## src/rtl/afe_load_align_pipe.sv

```systemverilog
// Load-path formatter: queues load descriptors, aligns and merges memory beats,
// and presents the registered, zero/sign-extended result under valid/busy.
//
// Ports:
//   iCLOCK, inRESET (async, active low), iRESET_SYNC (sync clear)
//   iREQ_VALID/oREQ_BUSY, iREQ_AFE_CODE, iREQ_OFFSET : descriptor push
//   iMEM_VALID/oMEM_BUSY, iMEM_DATA                  : memory beats
//   oDATA_VALID/iDATA_BUSY, oDATA, oDATA_SPLIT       : formatted result
module afe_load_align_pipe #(
  parameter  int DATA_N     = 32,
  parameter  int DESC_DEPTH = 4,
  localparam int OFS_N      = $clog2(DATA_N/8)
) (
  input  logic              iCLOCK,
  input  logic              inRESET,
  input  logic              iRESET_SYNC,
  input  logic              iREQ_VALID,
  output logic              oREQ_BUSY,
  input  logic [3:0]        iREQ_AFE_CODE,
  input  logic [OFS_N-1:0]  iREQ_OFFSET,
  input  logic              iMEM_VALID,
  output logic              oMEM_BUSY,
  input  logic [DATA_N-1:0] iMEM_DATA,
  output logic              oDATA_VALID,
  input  logic              iDATA_BUSY,
  output logic [DATA_N-1:0] oDATA,
  output logic              oDATA_SPLIT
);

  localparam int NB = DATA_N/8;
  localparam int PW = $clog2(DESC_DEPTH);
  localparam int CW = PW + 1;
  localparam int SW = $clog2(DATA_N) + 1;

  typedef struct packed {
    logic [3:0]       code;
    logic [OFS_N-1:0] ofs;
    logic             split;
  } desc_t;

  typedef enum logic {IDLE, SECOND} state_t;

  function automatic logic [OFS_N:0] size_of(input logic [3:0] c);
    logic [OFS_N:0] s;
    s = (OFS_N+1)'(NB);
    unique case (c)
      4'd1, 4'd3: s = (OFS_N+1)'(1);
      4'd2, 4'd4: s = (OFS_N+1)'(2);
      4'd5, 4'd6: if (DATA_N > 32) s = (OFS_N+1)'(4);
      default: ;
    endcase
    return s;
  endfunction

  desc_t             fifo_q [DESC_DEPTH];
  logic [PW-1:0]     wp_q, rp_q;
  logic [CW-1:0]     cnt_q;
  state_t            state_q, state_d;
  logic [DATA_N-1:0] hold_q, hold_d;
  logic              vld_q;
  logic [DATA_N-1:0] dat_q;
  logic              spl_q;

  desc_t             req_desc, head;
  logic [OFS_N+1:0]  span;
  logic              full, empty, stall;
  logic              push, pop, beat_acc;
  logic [DATA_N-1:0] lo, hi;

  assign span = (OFS_N+2)'(iREQ_OFFSET)
              + (OFS_N+2)'(size_of(iREQ_AFE_CODE));
  assign req_desc.code  = iREQ_AFE_CODE;
  assign req_desc.ofs   = iREQ_OFFSET;
  assign req_desc.split = span > (OFS_N+2)'(NB);

  assign full      = cnt_q == CW'(DESC_DEPTH);
  assign empty     = cnt_q == '0;
  assign stall     = vld_q && iDATA_BUSY;
  assign oREQ_BUSY = full;
  assign oMEM_BUSY = empty || stall;
  assign push      = iREQ_VALID && !full;
  assign beat_acc  = iMEM_VALID && !oMEM_BUSY;
  assign head      = fifo_q[rp_q];

  always_comb begin
    state_d = state_q;
    hold_d  = hold_q;
    pop     = 1'b0;
    lo      = iMEM_DATA;
    hi      = '0;
    unique case (state_q)
      IDLE: begin
        if (beat_acc) begin
          if (head.split) begin
            hold_d  = iMEM_DATA;
            state_d = SECOND;
          end else begin
            pop = 1'b1;
          end
        end
      end
      SECOND: begin
        lo = hold_q;
        hi = iMEM_DATA;
        if (beat_acc) begin
          pop     = 1'b1;
          hold_d  = '0;
          state_d = IDLE;
        end
      end
      default: state_d = IDLE;
    endcase
  end

  // Right-justify the datum, then push it to the top and shift it
  // back down so the fill bits come from bit 8S-1 (or zeros).
  logic [DATA_N-1:0]        raw, tmp, zres, sres, res;
  logic signed [DATA_N-1:0] stmp;
  logic [OFS_N:0]           hsz;
  logic [SW-1:0]            sh;
  logic                     sx;

  assign raw  = DATA_N'({hi, lo} >> {head.ofs, 3'b000});
  assign hsz  = size_of(head.code);
  assign sh   = SW'(DATA_N) - SW'({hsz, 3'b000});
  assign sx   = (head.code == 4'd1) || (head.code == 4'd2)
             || ((head.code == 4'd5) && (DATA_N > 32));
  assign tmp  = raw << sh;
  assign stmp = tmp;
  assign sres = stmp >>> sh;
  assign zres = tmp >> sh;
  assign res  = sx ? sres : zres;

  always_ff @(posedge iCLOCK) begin
    if (push) fifo_q[wp_q] <= req_desc;
  end

  always_ff @(posedge iCLOCK or negedge inRESET) begin
    if (!inRESET) begin
      wp_q    <= '0;
      rp_q    <= '0;
      cnt_q   <= '0;
      state_q <= IDLE;
      hold_q  <= '0;
      vld_q   <= 1'b0;
      dat_q   <= '0;
      spl_q   <= 1'b0;
    end else if (iRESET_SYNC) begin
      wp_q    <= '0;
      rp_q    <= '0;
      cnt_q   <= '0;
      state_q <= IDLE;
      hold_q  <= '0;
      vld_q   <= 1'b0;
      dat_q   <= '0;
      spl_q   <= 1'b0;
    end else begin
      state_q <= state_d;
      hold_q  <= hold_d;
      if (push) wp_q <= wp_q + PW'(1);
      if (pop)  rp_q <= rp_q + PW'(1);
      unique case ({push, pop})
        2'b10:   cnt_q <= cnt_q + CW'(1);
        2'b01:   cnt_q <= cnt_q - CW'(1);
        default: ;
      endcase
      // A finishing beat is only accepted when the output is free
      // or draining this cycle, so load wins over drain.
      if (pop) begin
        vld_q <= 1'b1;
        dat_q <= res;
        spl_q <= head.split;
      end else if (!iDATA_BUSY) begin
        vld_q <= 1'b0;
      end
    end
  end

  assign oDATA_VALID = vld_q;
  assign oDATA       = dat_q;
  assign oDATA_SPLIT = spl_q;

endmodule

```

## config.mk

```make
export PLATFORM = sky130hd
export DESIGN_NAME = afe_load_align_pipe
export DESIGN_NICKNAME = d
export VERILOG_FILES = /design/src/rtl/afe_load_align_pipe.sv
export SDC_FILE = /design/constraint.sdc
export NUM_CORES = 1
export LEC_CHECK = 0
export CAP_MARGIN = 20
export CORE_ASPECT_RATIO = 0.9
export CORE_MARGIN = 2
export CORE_UTILIZATION = 50
export CTS_CLUSTER_DIAMETER = 30
export DETAILED_ROUTE_END_ITERATION = 8
export HOLD_SLACK_MARGIN = 0.15
export PLACE_DENSITY = 0.79
export SLEW_MARGIN = 20
export SYNTH_ARGS = -nofsm -noshare
export SYNTH_HDL_FRONTEND = slang
export SYNTH_SLANG_ARGS = --single-unit
export TNS_END_PERCENT = 50
```

## constraint.sdc

```tcl
create_clock -name iCLOCK -period 2.3 [get_ports iCLOCK]
set_input_delay 0.46 -clock iCLOCK [delete_from_list [all_inputs] [get_ports iCLOCK]]
set_output_delay 0.46 -clock iCLOCK [all_outputs]
set_load 0.005 [all_outputs]
```

# Word level (Yosys, flattened, before mapping)

Memory sizes are Yosys's and may differ from the RTL's.
Cells that the tools add are included.

Output and inout port bits: 36
Bits in registers: 74
Input bits: 44
RAM bits: 28
Memories: 1

Memory list:

| memory | depth | width | read ports | clocked after memory_dff | wr ports | RTL line | RTL |
|---|---|---|---|---|---|---|---|
| fifo_q | 4     | 7     | 1          | 0                        | 1        | 55       | `desc_t fifo_q [DESC_DEPTH];` |

$lt $le $gt $ge: 1
$add $sub $neg: 6
Bitwise gates (word level): 1
Muxes and demuxes: 34
Reduce and logical (&&, ||, !) cells: 16
Shift-type cells: 4
Eq/ne operators: 15

Operators with widths:

| operator              | number |
|---|---|
| $mux W32              | 9 |
| $pmux W32 S2          | 1 |
| $shr A64 B5 Y32       | 1 |
| $shl A32 B6 Y32       | 1 |
| $shr A32 B6 Y32       | 1 |
| $sshr A32 B6 Y32      | 1 |
| $pmux W3 S2           | 3 |
| $eq A4 B2 Y1 const B  | 4 |
| $mux W1               | 14 |
| $eq A4 B1 Y1 const B  | 2 |
| $eq A4 B3 Y1 const B  | 2 |
| $mux W2               | 4 |
| $reduce_or A2 Y1      | 4 |
| $ne A3 B2 Y1 const B  | 2 |
| $ne A3 B3 Y1 const B  | 2 |
| $sub A6 B6 Y6 const A | 1 |
| $add A2 B1 Y2 const B | 2 |
| $add A2 B3 Y4         | 1 |
| $gt A4 B3 Y1 const B  | 1 |
| $pmux W1 S2           | 2 |
| $reduce_bool A2 Y1    | 2 |
| $add A3 B1 Y3 const B | 1 |
| $eq A3 B3 Y1 const B  | 1 |
| $logic_and A1 B1 Y1   | 3 |
| 10 further kinds      | 12 |

# Depth between registers and ports, before layout

An unclocked memory read counts as a cell.

Depth in word-level cells: 10
Mapped depth: 11
Mapped depth without buffers: 9

# Worst setup path after synthesis

Ideal clock, no wire load.

Path kind: flip-flop to flip-flop
From: register rp_q[0]
To: register dat_q[28], in the netlist oDATA[28]
Arrival time: 2.456 ns
Path slack: -0.229 ns
Stages on the path, launching flop included: 9
Library setup time: 0.073 ns
Data required time: 2.227 ns
Cell sequence: dfrtp_1 buf_6 mux4_2 a2111oi_4 or4b_1 a31oi_1 or2_1 buf_6 a2bb2oi_2

Cells in the longest elaborated chain, start to end: 10
Elaborated cells on any way between the ends: 21
Those cells by class: add/sub (1); eq/ne (4); shift (4); mux (7); reduce/logical (4); memory (1)

Ends and longest elaborated chain:

| what                                                       | RTL line | RTL |
|---|---|---|
| from (decl)                                                | 56       | `logic [PW-1:0] wp_q, rp_q;` |
| from (signal assigned)                                     | 161      | `if (pop) rp_q <= rp_q + PW'(1);` |
| $mem_v2 Z4 W7 (*)                                          | --       |  |
| $eq A4 B2 Y1 (tied with other cells)                       | 46, 126  |  |
| $reduce_or A2 Y1                                           | 46       | `unique case (c)` |
| $pmux W3 S2                                                | 46       |  |
| $sub A6 B6 Y6                                              | 125      | `assign sh = SW'(DATA_N) - SW'({hsz, 3'b000});` |
| $shl A32 B6 Y32                                            | 128      | `assign tmp = raw << sh;` |
| $shr A32 B6 Y32 / $sshr A32 B6 Y32 (equally long branches) | 131, 130 |  |
| $mux W32                                                   | 132      | `assign res = sx ? sres : zres;` |
| $mux W32                                                   | 169      | `if (pop) begin` |
| $mux W32                                                   | 148      | `end else if (iRESET_SYNC) begin` |
| to (signal assigned)                                       | 171      | `dat_q <= res;` |
| to (decl)                                                  | 61       | `logic [DATA_N-1:0] dat_q;` |

Every way passes the cells marked *; elsewhere a longest branch is shown, timed or not. The select of a mux whose other input is x is not followed.
A chain may end at the register's enable or synchronous reset.

# Final worst setup path

From: register rp_q[0]
To: register dat_q[25], in the netlist oDATA[25]

Same word-level chain as after synthesis.

==> results.toml <==
[worst_hold_path]
hp-class = "reg2reg"

[cts]
htree_levels = 3
cts_tree = "built"
clkLatencyLatePin_ns = 0.36
cts_buffer_depth = 2
numCtsBuffers = 9
clk_pin_slew_worst_paths_ns = 0.07
cts_root_buf = "clkbuf_16"
clock-sinks = 102

[finish]
fillers = 840
antenna_cells = 0
drive_above_1_share_pct = 27.64
fin_util_pct = 70.76
syn2layout_area_growth_pct = 37.88
design_area_um2 = 8124
fin_nets = 756
final_cells = 865

[routing]
drt_iter0_markers = 569
num_vias = 5356
ant_nets = 0
drt-vias-per-instance = 6.192
routed_wl_um = 18340
dr.pass1.iters = 5
wl_per_cell_um = 21.20
route.detailed.drc = 0

[sta]
fin_crit_ns = 2.643
hold_viol = 0
final.setup.tns_ns = -7.263
setup_viol = 33
worst_pin_slew_ns = 0.4496
drv_slew = 0
whs_ns = 0.5018
setup_ws_ns = -0.3429
skew_ns = 0.008592
rsz0062_at_grt = "yes"
min_period_over_period_pct = 114.9
relSlewSlack_pct = 69.80
fmax_mhz = 378.4

[place]
place_ws_ns = -0.4087
place.gp.congestion = 0.9514
portBuffers = 79
dp_cells = 840
dpl.hpwl_um = 13010
place_area_um2 = 7421

[global_routing]
antenna_found_initial = 0
grt_usage_pct = 29.76
first_global_vias = 5369
grt_pass1_wl_um = 28990
globalRouteOverflowTotal = 0
grt_max_degree = 44

[floorplan]
die_w_um = 118.4
start_util_pct = 51.32
core_area_um2 = 11480
die_h_um = 107.0
std_cell_rows = 37
die_area_um2 = 12670
ioPinCount = 80

[run]
cap_violations = 0

[power_and_ir_drop]
power.density_nw_per_um2 = 1106
p_total_mw = 8.985
power_leakage_nw = 3.272
vdd_drop_max_v = 0.0005175

[critical_path]
required_ns = 2.60
critPathArrivalTime_ns = 2.94
path_class = "reg2reg"
r2r_slack_ns = -0.34
start_kind = "register"
end_kind = "register"
crit_fanout = 5

[logic_synthesis]
yosysWarnings = 0
synthTopCellsByArea = "dfrtp_1, edfxtp_1, mux4_2"
syn-num-nets = 610
synthCells = 558
synth_top_area_share_pct = 31.43
yosysTopAreaCell = "dfrtp_1"
ys_types = 57
ys.flop_type = "dfrtp_1"
avgSynthCellArea_um2 = 10.56
async_reset_ff_share_pct = 72.55
ys_ff_latch = 102
synth_edf_count = 28
netlist_area_um2 = 5892
synth-seq-area-share_pct = 45.70

[outcome]
status = "finished with violations"
violations = "setup timing"
[area by class of cell]
| class | count | area (µm²) | area share [%] |
|---|---|---|---|
| clock buffers | 12 | 236.5 | 2.911 |
| inverters | 6 | 27.53 | 0.3388 |
| multi-input cells | 406 | 3247 | 39.97 |
| well taps | 156 | 195.2 | 2.403 |
| clock inverters | 4 | 72.57 | 0.8933 |
| flip-flops and latches | 102 | 2695 | 33.17 |
| repair buffers | 179 | 1650 | 20.31 |
[Yosys cell counts, types with 4 or more instances]
cell / instances
a211oi_1: 8
a21oi_1: 26
a221oi_1: 5
a22o_1: 33
a311oi_1: 12
and2_1: 8
buf_2: 6
buf_6: 6
clkbuf_1: 29
dfrtp_1: 74
edfxtp_1: 28
ha_1: 6
inv_1: 5
mux2_2: 10
mux2i_1: 28
mux4_2: 20
nand2_1: 62
nand2b_1: 7
nand3_1: 22
nor2_1: 59
nor3_1: 9
nor3b_1: 9
o211ai_1: 13
o21ai_0: 11
o21ai_1: 4
xnor2_1: 7
[worst max-delay path, cell delays in order (launching register included)]
cell       delay [ns]
dfrtp_2          0.43
mux4_2           0.59
a2111oi_4        0.45
or4b_4           0.54
a31oi_4          0.17
buf_4            0.14
or3_1            0.10
o311a_1          0.15
[state kept, by name, indices dropped and copies added (netlist names)]
name,cells
cnt_q,3
fifo_q,28
hold_q,32
oDATA,32
oDATA_SPLIT,1
oDATA_VALID,1
rp_q,2
state_q,1
wp_q,2
[repair_timing]
action / 4_1_cts / 5_1_grt
hold endpoints to repair: 31 / 0
pin swaps: 12 / 7
resized for setup: 36 / 34
buffers inserted: 6 / 3
hold buffers: 1 / 0
gates cloned: 1 / 0
setup endpoints to repair: 58 / 59
[cell usage in the layout (no fill, tap or decap), types with 20 or more instances in the layout]
cell type | synthesis | layout
nor2_1 | 59 | 56
a22o_1 | 33 | 33
clkdlybuf4s50_1 | 0 | 78
mux4_2 | 20 | 20
buf_4 | 0 | 88
dfrtp_1 | 74 | 72
a21oi_1 | 26 | 24
mux2i_1 | 28 | 27
edfxtp_1 | 28 | 28
nand2_1 | 62 | 59
[cells by family (layout without fill, tap and decap cells)]
group	after synthesis	after routing	share of synthesized area, %
buffers and inverters	50	201	4.077
adder cells (fa/ha/maj)	8	8	1.954
AND/OR/NAND/NOR	196	196	15.52
XOR/XNOR	10	10	1.487
multiplexers	58	58	14.31
AO/OA/AOI/OAI	134	134	16.95
flip-flops	102	102	45.70
[worst paths after layout]
path                                start          to  cells past startpoint
worst max-delay path              rp_q[0]   oDATA[25]                      7
worst min register to register  oDATA[18]   oDATA[18]                      1
worst max register to register    rp_q[0]   oDATA[25]                      7
min in group asynchronous         inRESET  hold_q[21]                      2
worst min-delay path            oDATA[18]   oDATA[18]                      1
max in group asynchronous         inRESET     state_q                      3
[layer usage]
layer  vias to the layer above  global-route usage (%)  routed length (µm)  part of all wire [%]
met5                         -                       0                   0                     0
met4                         0                   9.099                 341                   1.9
met3                        36                   8.404                1891                    10
met2                       283                   43.31                8189                    45
met1                      2647                   43.42                7917                    43
li1                       2390                       -                   -                     -
[power breakdown]
group | leakage [nW] | switching [mW] | total [mW] | internal (mW)
Sequential | 1.27 | 0.245 | 2.46 | 2.22
Clock | 0.147 | 0.670 | 1.62 | 0.953
Combinational | 1.85 | 2.57 | 4.90 | 2.33
No activity file was read; power rests on OpenSTA's default activity.
